## config.mk

```make
export PLATFORM = sky130hd
export DESIGN_NAME = spi_master_engine_flat
export DESIGN_NICKNAME = d
export VERILOG_FILES = /design/src/rtl/spi_master_engine_if.sv /design/src/rtl/spi_master_engine.sv /design/src/flat_wrapper.sv
export SDC_FILE = /design/constraint.sdc
export NUM_CORES = 1
export LEC_CHECK = 0
export BUFFER_PORTS_ARGS = -buffer_cell sky130_fd_sc_hd__buf_2
export CORE_MARGIN = 2
export CORE_UTILIZATION = 50
export CTS_BUF_LIST = sky130_fd_sc_hd__clkbuf_2 sky130_fd_sc_hd__clkbuf_4 sky130_fd_sc_hd__clkbuf_8
export DETAILED_ROUTE_END_ITERATION = 6
export PLACE_DENSITY = 0.71
export SYNTH_ARGS = -nofsm -noshare
export SYNTH_HDL_FRONTEND = slang
export SYNTH_SLANG_ARGS = --single-unit
```

## constraint.sdc

```tcl
create_clock -name clk -period 4.69 [get_ports clk]
set_input_delay 0.7035 -clock clk [delete_from_list [all_inputs] [get_ports clk]]
set_output_delay 0.7035 -clock clk [all_outputs]
set_load 0.02 [all_outputs]
```

## src/rtl/spi_master_engine_if.sv

```systemverilog
// Request/response and SPI pin bundle for spi_master_engine.
// The master modport is the engine side; the slave modport is the requester/pin-model side.
interface spi_master_engine_if #(
    parameter int unsigned DATA_WIDTH = 8,
    parameter int unsigned NUM_SS     = 4,
    parameter int unsigned DIV_WIDTH  = 8
);
    localparam int unsigned SS_SEL_W = (NUM_SS > 1) ? $clog2(NUM_SS) : 1;

    logic                  start;
    logic                  ready;
    logic [DATA_WIDTH-1:0] tx_data;
    logic [SS_SEL_W-1:0]   ss_sel;
    logic                  cpol;
    logic                  cpha;
    logic [DIV_WIDTH-1:0]  clk_div;
    logic                  lsb_first;
    logic [DATA_WIDTH-1:0] rx_data;
    logic                  rx_valid;
    logic                  sck;
    logic                  mosi;
    logic                  miso;
    logic [NUM_SS-1:0]     ss_n;

    modport master (
        input  start, tx_data, ss_sel, cpol, cpha, clk_div, lsb_first, miso,
        output ready, rx_data, rx_valid, sck, mosi, ss_n
    );

    modport slave (
        output start, tx_data, ss_sel, cpol, cpha, clk_div, lsb_first, miso,
        input  ready, rx_data, rx_valid, sck, mosi, ss_n
    );
endinterface

```

## src/rtl/spi_master_engine.sv

```systemverilog
// SPI master serialiser: one word per request, run-time CPOL/CPHA/divider, captures MISO.
// Optional feature macro: SPI_MASTER_LSB_FIRST_EN (enables run-time LSB-first bit order).
module spi_master_engine #(
    parameter int unsigned DATA_WIDTH = 8,
    parameter int unsigned NUM_SS     = 4,
    parameter int unsigned DIV_WIDTH  = 8
) (
    input  logic                clk,
    input  logic                rst,
    spi_master_engine_if.master bus
);
    localparam int unsigned SS_SEL_W = (NUM_SS > 1) ? $clog2(NUM_SS) : 1;
    localparam int unsigned EDGES    = 2 * DATA_WIDTH;
    localparam int unsigned EW       = $clog2(EDGES + 1);

    typedef enum logic [1:0] {
        IDLE  = 2'd0,
        SETUP = 2'd1,
        SHIFT = 2'd2,
        HOLD  = 2'd3
    } state_t;

    state_t                state_q;
    logic [DIV_WIDTH-1:0]  cnt_q;
    logic [DIV_WIDTH-1:0]  div_q;
    logic [EW-1:0]         edge_q;
    logic [DATA_WIDTH-1:0] tx_sh_q;
    logic [DATA_WIDTH-1:0] rx_sh_q;
    logic [DATA_WIDTH-1:0] rx_data_q;
    logic                  rx_valid_q;
    logic                  ready_q;
    logic                  sck_q;
    logic                  mosi_q;
    logic [NUM_SS-1:0]     ss_n_q;
    logic                  cpha_q;

    logic [DATA_WIDTH-1:0] src_c;
    logic                  bit_c;
    logic [DATA_WIDTH-1:0] shifted_c;
    logic [DATA_WIDTH-1:0] rx_next_c;
    logic [NUM_SS-1:0]     ss_dec_c;
    logic                  half_done_c;
    logic                  last_edge_c;
    logic                  sample_c;
    logic                  present_c;

`ifdef SPI_MASTER_LSB_FIRST_EN
    logic lsb_q;
    logic lsb_c;
`else
    logic unused_lsb_first;
    assign unused_lsb_first = bus.lsb_first;
`endif

    // Bit presentation/assembly; in IDLE the first bit comes straight from the request word.
    always_comb begin
        src_c = (state_q == IDLE) ? bus.tx_data : tx_sh_q;
`ifdef SPI_MASTER_LSB_FIRST_EN
        lsb_c     = (state_q == IDLE) ? bus.lsb_first : lsb_q;
        bit_c     = lsb_c ? src_c[0] : src_c[DATA_WIDTH-1];
        shifted_c = lsb_c ? {1'b0, src_c[DATA_WIDTH-1:1]} : {src_c[DATA_WIDTH-2:0], 1'b0};
        rx_next_c = lsb_q ? {bus.miso, rx_sh_q[DATA_WIDTH-1:1]}
                          : {rx_sh_q[DATA_WIDTH-2:0], bus.miso};
`else
        bit_c     = src_c[DATA_WIDTH-1];
        shifted_c = {src_c[DATA_WIDTH-2:0], 1'b0};
        rx_next_c = {rx_sh_q[DATA_WIDTH-2:0], bus.miso};
`endif
    end

    // Slave-select decode; an out-of-range index leaves every line deasserted.
    always_comb begin
        ss_dec_c = '1;
        for (int unsigned i = 0; i < NUM_SS; i++) begin
            ss_dec_c[i] = (bus.ss_sel != SS_SEL_W'(i));
        end
    end

    // Odd edges (edge_q even before the edge) are leading edges.
    always_comb begin
        half_done_c = (cnt_q == '0);
        last_edge_c = (edge_q == EW'(EDGES - 1));
        sample_c    = (edge_q[0] == cpha_q);
        present_c   = !sample_c && !last_edge_c;
    end

    always_ff @(posedge clk) begin
        if (rst) begin
            state_q    <= IDLE;
            cnt_q      <= '0;
            div_q      <= '0;
            edge_q     <= '0;
            tx_sh_q    <= '0;
            rx_sh_q    <= '0;
            rx_data_q  <= '0;
            rx_valid_q <= 1'b0;
            ready_q    <= 1'b1;
            sck_q      <= 1'b0;
            mosi_q     <= 1'b0;
            ss_n_q     <= '1;
            cpha_q     <= 1'b0;
`ifdef SPI_MASTER_LSB_FIRST_EN
            lsb_q      <= 1'b0;
`endif
        end else begin
            rx_valid_q <= 1'b0;
            case (state_q)
                IDLE: begin
                    sck_q  <= bus.cpol;
                    mosi_q <= 1'b0;
                    ss_n_q <= '1;
                    if (bus.start) begin
                        state_q <= SETUP;
                        ready_q <= 1'b0;
                        cpha_q  <= bus.cpha;
                        div_q   <= bus.clk_div;
                        cnt_q   <= bus.clk_div;
                        edge_q  <= '0;
                        rx_sh_q <= '0;
                        ss_n_q  <= ss_dec_c;
`ifdef SPI_MASTER_LSB_FIRST_EN
                        lsb_q   <= bus.lsb_first;
`endif
                        if (!bus.cpha) begin
                            mosi_q  <= bit_c;
                            tx_sh_q <= shifted_c;
                        end else begin
                            tx_sh_q <= bus.tx_data;
                        end
                    end
                end
                SETUP, SHIFT: begin
                    if (!half_done_c) begin
                        cnt_q <= cnt_q - DIV_WIDTH'(1);
                    end else begin
                        cnt_q   <= div_q;
                        sck_q   <= ~sck_q;
                        edge_q  <= edge_q + EW'(1);
                        state_q <= last_edge_c ? HOLD : SHIFT;
                        if (sample_c) begin
                            rx_sh_q <= rx_next_c;
                        end
                        if (present_c) begin
                            mosi_q  <= bit_c;
                            tx_sh_q <= shifted_c;
                        end
                    end
                end
                HOLD: begin
                    if (!half_done_c) begin
                        cnt_q <= cnt_q - DIV_WIDTH'(1);
                    end else begin
                        state_q    <= IDLE;
                        ready_q    <= 1'b1;
                        ss_n_q     <= '1;
                        mosi_q     <= 1'b0;
                        rx_data_q  <= rx_sh_q;
                        rx_valid_q <= 1'b1;
                    end
                end
                default: begin
                    state_q <= IDLE;
                    ready_q <= 1'b1;
                end
            endcase
        end
    end

    assign bus.ready    = ready_q;
    assign bus.rx_data  = rx_data_q;
    assign bus.rx_valid = rx_valid_q;
    assign bus.sck      = sck_q;
    assign bus.mosi     = mosi_q;
    assign bus.ss_n     = ss_n_q;
endmodule

```

## src/flat_wrapper.sv

```systemverilog
// flat-port wrapper written by rule: the top's interface ports become plain ports
module spi_master_engine_flat 
#(
    parameter int unsigned DATA_WIDTH = 8,
    parameter int unsigned NUM_SS     = 4,
    parameter int unsigned DIV_WIDTH  = 8
)
  (clk, rst, bus_start, bus_tx_data, bus_ss_sel, bus_cpol, bus_cpha, bus_clk_div, bus_lsb_first, bus_miso, bus_ready, bus_rx_data, bus_rx_valid, bus_sck, bus_mosi, bus_ss_n);
  spi_master_engine_if #(.DATA_WIDTH(DATA_WIDTH), .NUM_SS(NUM_SS), .DIV_WIDTH(DIV_WIDTH)) bus_i ();
  input  logic clk;
  input  logic rst;
  input wire logic [$bits(bus_i.start)-1:0] bus_start;
  input wire logic [$bits(bus_i.tx_data)-1:0] bus_tx_data;
  input wire logic [$bits(bus_i.ss_sel)-1:0] bus_ss_sel;
  input wire logic [$bits(bus_i.cpol)-1:0] bus_cpol;
  input wire logic [$bits(bus_i.cpha)-1:0] bus_cpha;
  input wire logic [$bits(bus_i.clk_div)-1:0] bus_clk_div;
  input wire logic [$bits(bus_i.lsb_first)-1:0] bus_lsb_first;
  input wire logic [$bits(bus_i.miso)-1:0] bus_miso;
  output wire logic [$bits(bus_i.ready)-1:0] bus_ready;
  output wire logic [$bits(bus_i.rx_data)-1:0] bus_rx_data;
  output wire logic [$bits(bus_i.rx_valid)-1:0] bus_rx_valid;
  output wire logic [$bits(bus_i.sck)-1:0] bus_sck;
  output wire logic [$bits(bus_i.mosi)-1:0] bus_mosi;
  output wire logic [$bits(bus_i.ss_n)-1:0] bus_ss_n;
  assign bus_i.start = bus_start;
  assign bus_i.tx_data = bus_tx_data;
  assign bus_i.ss_sel = bus_ss_sel;
  assign bus_i.cpol = bus_cpol;
  assign bus_i.cpha = bus_cpha;
  assign bus_i.clk_div = bus_clk_div;
  assign bus_i.lsb_first = bus_lsb_first;
  assign bus_i.miso = bus_miso;
  assign bus_ready = bus_i.ready;
  assign bus_rx_data = bus_i.rx_data;
  assign bus_rx_valid = bus_i.rx_valid;
  assign bus_sck = bus_i.sck;
  assign bus_mosi = bus_i.mosi;
  assign bus_ss_n = bus_i.ss_n;
  spi_master_engine #(.DATA_WIDTH(DATA_WIDTH), .NUM_SS(NUM_SS), .DIV_WIDTH(DIV_WIDTH)) u_core (.clk(clk), .rst(rst), .bus(bus_i));
endmodule
```

==> results by group <==
Run status
  – Status: completed

Place
  – Worst slack at placement: 1.88 ns
  – DP Wirelength: 4.23 mm
  – I/O Buffers: 39
  – Post-DP Area: roughly 3000 um^2
  – Placer Congestion: ~0.85

Setup path
  – Reg2reg end: u_core.cnt_q[3]$_SDFFE_PP0P_
  – Critical path class: flop to flop
  – Worst reg2reg startpoint: u_core.cnt_q[0]$_SDFFE_PP0P_
  – Setup crit start: u_core.cnt_q[0]$_SDFFE_PP0P_
  – Termination of the worst setup path: u_core.cnt_q[3]$_SDFFE_PP0P_
  – CP startpoint kind: flop
  – Reg-to-reg slack, setup: 1.82 ns
  – Critical path endpoint category: flop
  – WP data required: 4.95 ns
  – Worst-path fanout max: 14
  – CP arrival: ~3.1 ns
  – R2R cell count: 7

Run
  – Max-cap violations: 0

Detailed routing
  – Drc violations: 0
  – DRT antenna net count: 0
  – Router iterations before antenna repair: 4
  – DR WL/cell: 13.9 um
  – Routed vias: 2479
  – DR vias/cell: 5.60
  – Detailed Route WL: 6.15 mm
  – Initial DRC count: 203

STA
  – Fin Setup TNS: 0 ns
  – Worst Tran Pin Value: 0.929 ns
  – Final hold violations: 0
  – Final worst-path cycle share: between 60 and 70%
  – Tmin final: 2.87 ns
  – Clock skew: 0.00672 ns
  – Fmax: 349 MHz
  – Pins Over Slew Limit: 0
  – Final setup violation count: 0
  – Setup ws final: ~1.8 ns
  – Slew margin rel.: 38.0%
  – RSZ-0062 raised after global routing: no

Synthesis
  – Syn_nets: roughly 370
  – Mapped cell area: roughly 2700 um^2
  – Number of synthesized register bits: 56
  – Seq/Total Area, Yosys: 41.0%
  – Gate Count Post-Synth: 342
  – Post-synth cell types: 45
  – Top FF cell, synth: dfxtp_1
  – Number of synthesized flops with an enable pin: 0
  – Mean Syn Cell Area: about 8 um^2
  – Yosys warnings: 0
  – Synth async-reset ratio: 0%

GRT
  – Initial antenna violation count: 0
  – GR Overflow Total: 0
  – Vias in the first global route: 2272
  – First-pass GRT wire length: 10.6 mm
  – Total GRT Usage: 21.6%
  – Largest net degree at the start of global routing: 53

Clocking
  – Clk_lat worst skew: 0.31 ns
  – Clock sinks: 56
  – Clk slew on worst S/H paths: approximately 0.10 ns
  – Clk buf depth: 2
  – Setup repair bufs after CTS: 0
  – Hold Buf Count CTS: 0
  – Clk root buf: clkbuf_8
  – H-tree depth: 2
  – CTS Buf Count: 5
  – CTS tree: done
  – CTS resizes: 0

Final layout
  – Layout cell share with drive strength beyond 1: roughly 16%
  – Finished Cell Area: between 3000 and 4000 um^2
  – P&R area growth vs syn: 12.2%
  – ANT cells: 0
  – # nets final: 402
  – Fillers: between 500 and 600

Power
  – Worst vdd ir: 0.366 mV
  – Pwr dens: 629 nW/um^2
  – Pwr Total: 0.00193 W
  – Static leakage: 1.24 nW

Floorplanning
  – Top-Level Pins: 41
  – Row cnt: 26
  – Die Span Y: 78.0 um
  – Chip width: 78.0 um
  – Core outline area: approximately 5200 um^2
  – Starting Density: 52.6%
  – Die area: 6080 um^2

Worst hold path
  – HP Class: flop to flop
==> where the power goes <==
| group | internal [W] | switching, W |
|---|---|---|
| Combinational | 0.000370 | 0.000623 |
| Clock | 0.000126 | 0.000157 |
| Sequential | 0.000572 | 0.0000827 |
==> sequential cells by signal (all words and copies together) (netlist names) <==
| register | count |
|---|---|
| u_core.bus.mosi | 1 |
| u_core.bus.ready | 1 |
| u_core.bus.rx_data | 8 |
| u_core.bus.rx_valid | 1 |
| u_core.bus.sck | 1 |
| u_core.bus.ss_n | 4 |
| u_core.cnt_q | 8 |
| u_core.cpha_q | 1 |
| u_core.div_q | 8 |
| u_core.edge_q | 5 |
| u_core.rx_sh_q | 8 |
| u_core.state_q | 2 |
| u_core.tx_sh_q | 8 |
==> placed cells by master, fill, tap and decap left out, types with 4 or more instances in the layout <==
cell type,netlist,routed
nor4_1,4,4
o21ai_0,25,25
buf_4,0,4
nor2_1,25,25
nand3_1,9,9
nand2b_1,4,4
inv_1,8,8
xnor2_1,4,4
nand2_1,58,58
o21bai_1,4,4
ha_1,5,5
a21oi_1,47,47
nor3_1,11,11
clkbuf_8,0,6
mux2i_1,18,18
o21ai_1,4,4
buf_2,2,39
dfxtp_1,56,56
==> metal layers <==
layer | up-vias | GRT usage [%] | part of all wire (%) | wire length (um)
met4 | 0 | 8.42 | 2.0 | 121
met5 | - | 0 | 0 | 0
met3 | 12 | 4.77 | 5.5 | 336
met1 | 1145 | 28.3 | 46 | 2830
li1 | 1263 | - | - | -
met2 | 59 | 34.8 | 46 | 2860
==> cell families (layout without fill, tap and decap cells) <==
group           Yosys count  in the layout  share of synthesized area (%)
simple gates            130            130                           22.2
xor+xnor                  5              5                           1.60
compound gates          100            100                           22.4
fa+ha+maj                 5              5                           2.29
buf+inv                  28             59                           3.93
flops                    56             56                           41.0
mux                      18             18                           6.58
==> cell type report <==
cell class | count | area (um^2) | area share (%)
clock inverter | 1 | 7.51 | 0.245
tap | 70 | 87.6 | 2.85
timing repair buffer | 43 | 225 | 7.34
clock buffer | 7 | 90.1 | 2.94
inverter | 8 | 30.0 | 0.978
sequential | 56 | 1120 | 36.5
multi-input combinational | 258 | 1510 | 49.1
==> stage by stage <==
stage	hold slack (ns)	utilization, %	std cells
3_3_place_gp	0.440	57.1	435
2_1_floorplan	0.431	-	342
4_1_cts	0.458	59.0	443
3_5_place_dp	0.445	57.1	435
6_report	0.455	59.0	443
5_1_grt	0.478	59.0	443
==> worst max-delay path, stage by stage (launching register included) <==
cell     delay (ns)
dfxtp_1        0.35
inv_1          0.07
ha_1           0.20
nor3b_1        0.64
nand3_1        0.61
a21oi_1        0.65
a31o_2         0.18
a32o_1         0.11
==> worst min-delay path by stage <==
stage,startpoint,depth (start not counted),endpoint,slack [ns]
floorplan,u_core.rx_sh_q[7]$_SDFFE_PP0P_,2,u_core.bus.rx_data[7]$_SDFFE_PP0P_,0.43
CTS,u_core.bus.rx_data[1]$_SDFFE_PP0P_,2,u_core.bus.rx_data[1]$_SDFFE_PP0P_,0.46
finish,u_core.bus.rx_data[5]$_SDFFE_PP0P_,2,u_core.bus.rx_data[5]$_SDFFE_PP0P_,0.45
global route,u_core.bus.rx_data[5]$_SDFFE_PP0P_,2,u_core.bus.rx_data[5]$_SDFFE_PP0P_,0.48
global placement,u_core.bus.rx_data[1]$_SDFFE_PP0P_,2,u_core.bus.rx_data[1]$_SDFFE_PP0P_,0.44
detailed placement,u_core.bus.rx_data[5]$_SDFFE_PP0P_,2,u_core.bus.rx_data[5]$_SDFFE_PP0P_,0.44
==> synthesized netlist by cell type, types with 5 or more instances <==
master | n | share of area, %
nor3_1 | 11 | 2.0
ha_1 | 5 | 2.3
dfxtp_1 | 56 | 41
a21oi_1 | 47 | 8.6
nor2_1 | 25 | 3.4
clkbuf_1 | 18 | 2.5
nand2_1 | 58 | 8.0
nand3_1 | 9 | 1.6
inv_1 | 8 | 1.1
o21ai_0 | 25 | 4.6
mux2i_1 | 18 | 6.6
Power figures use the tool's default switching activity.
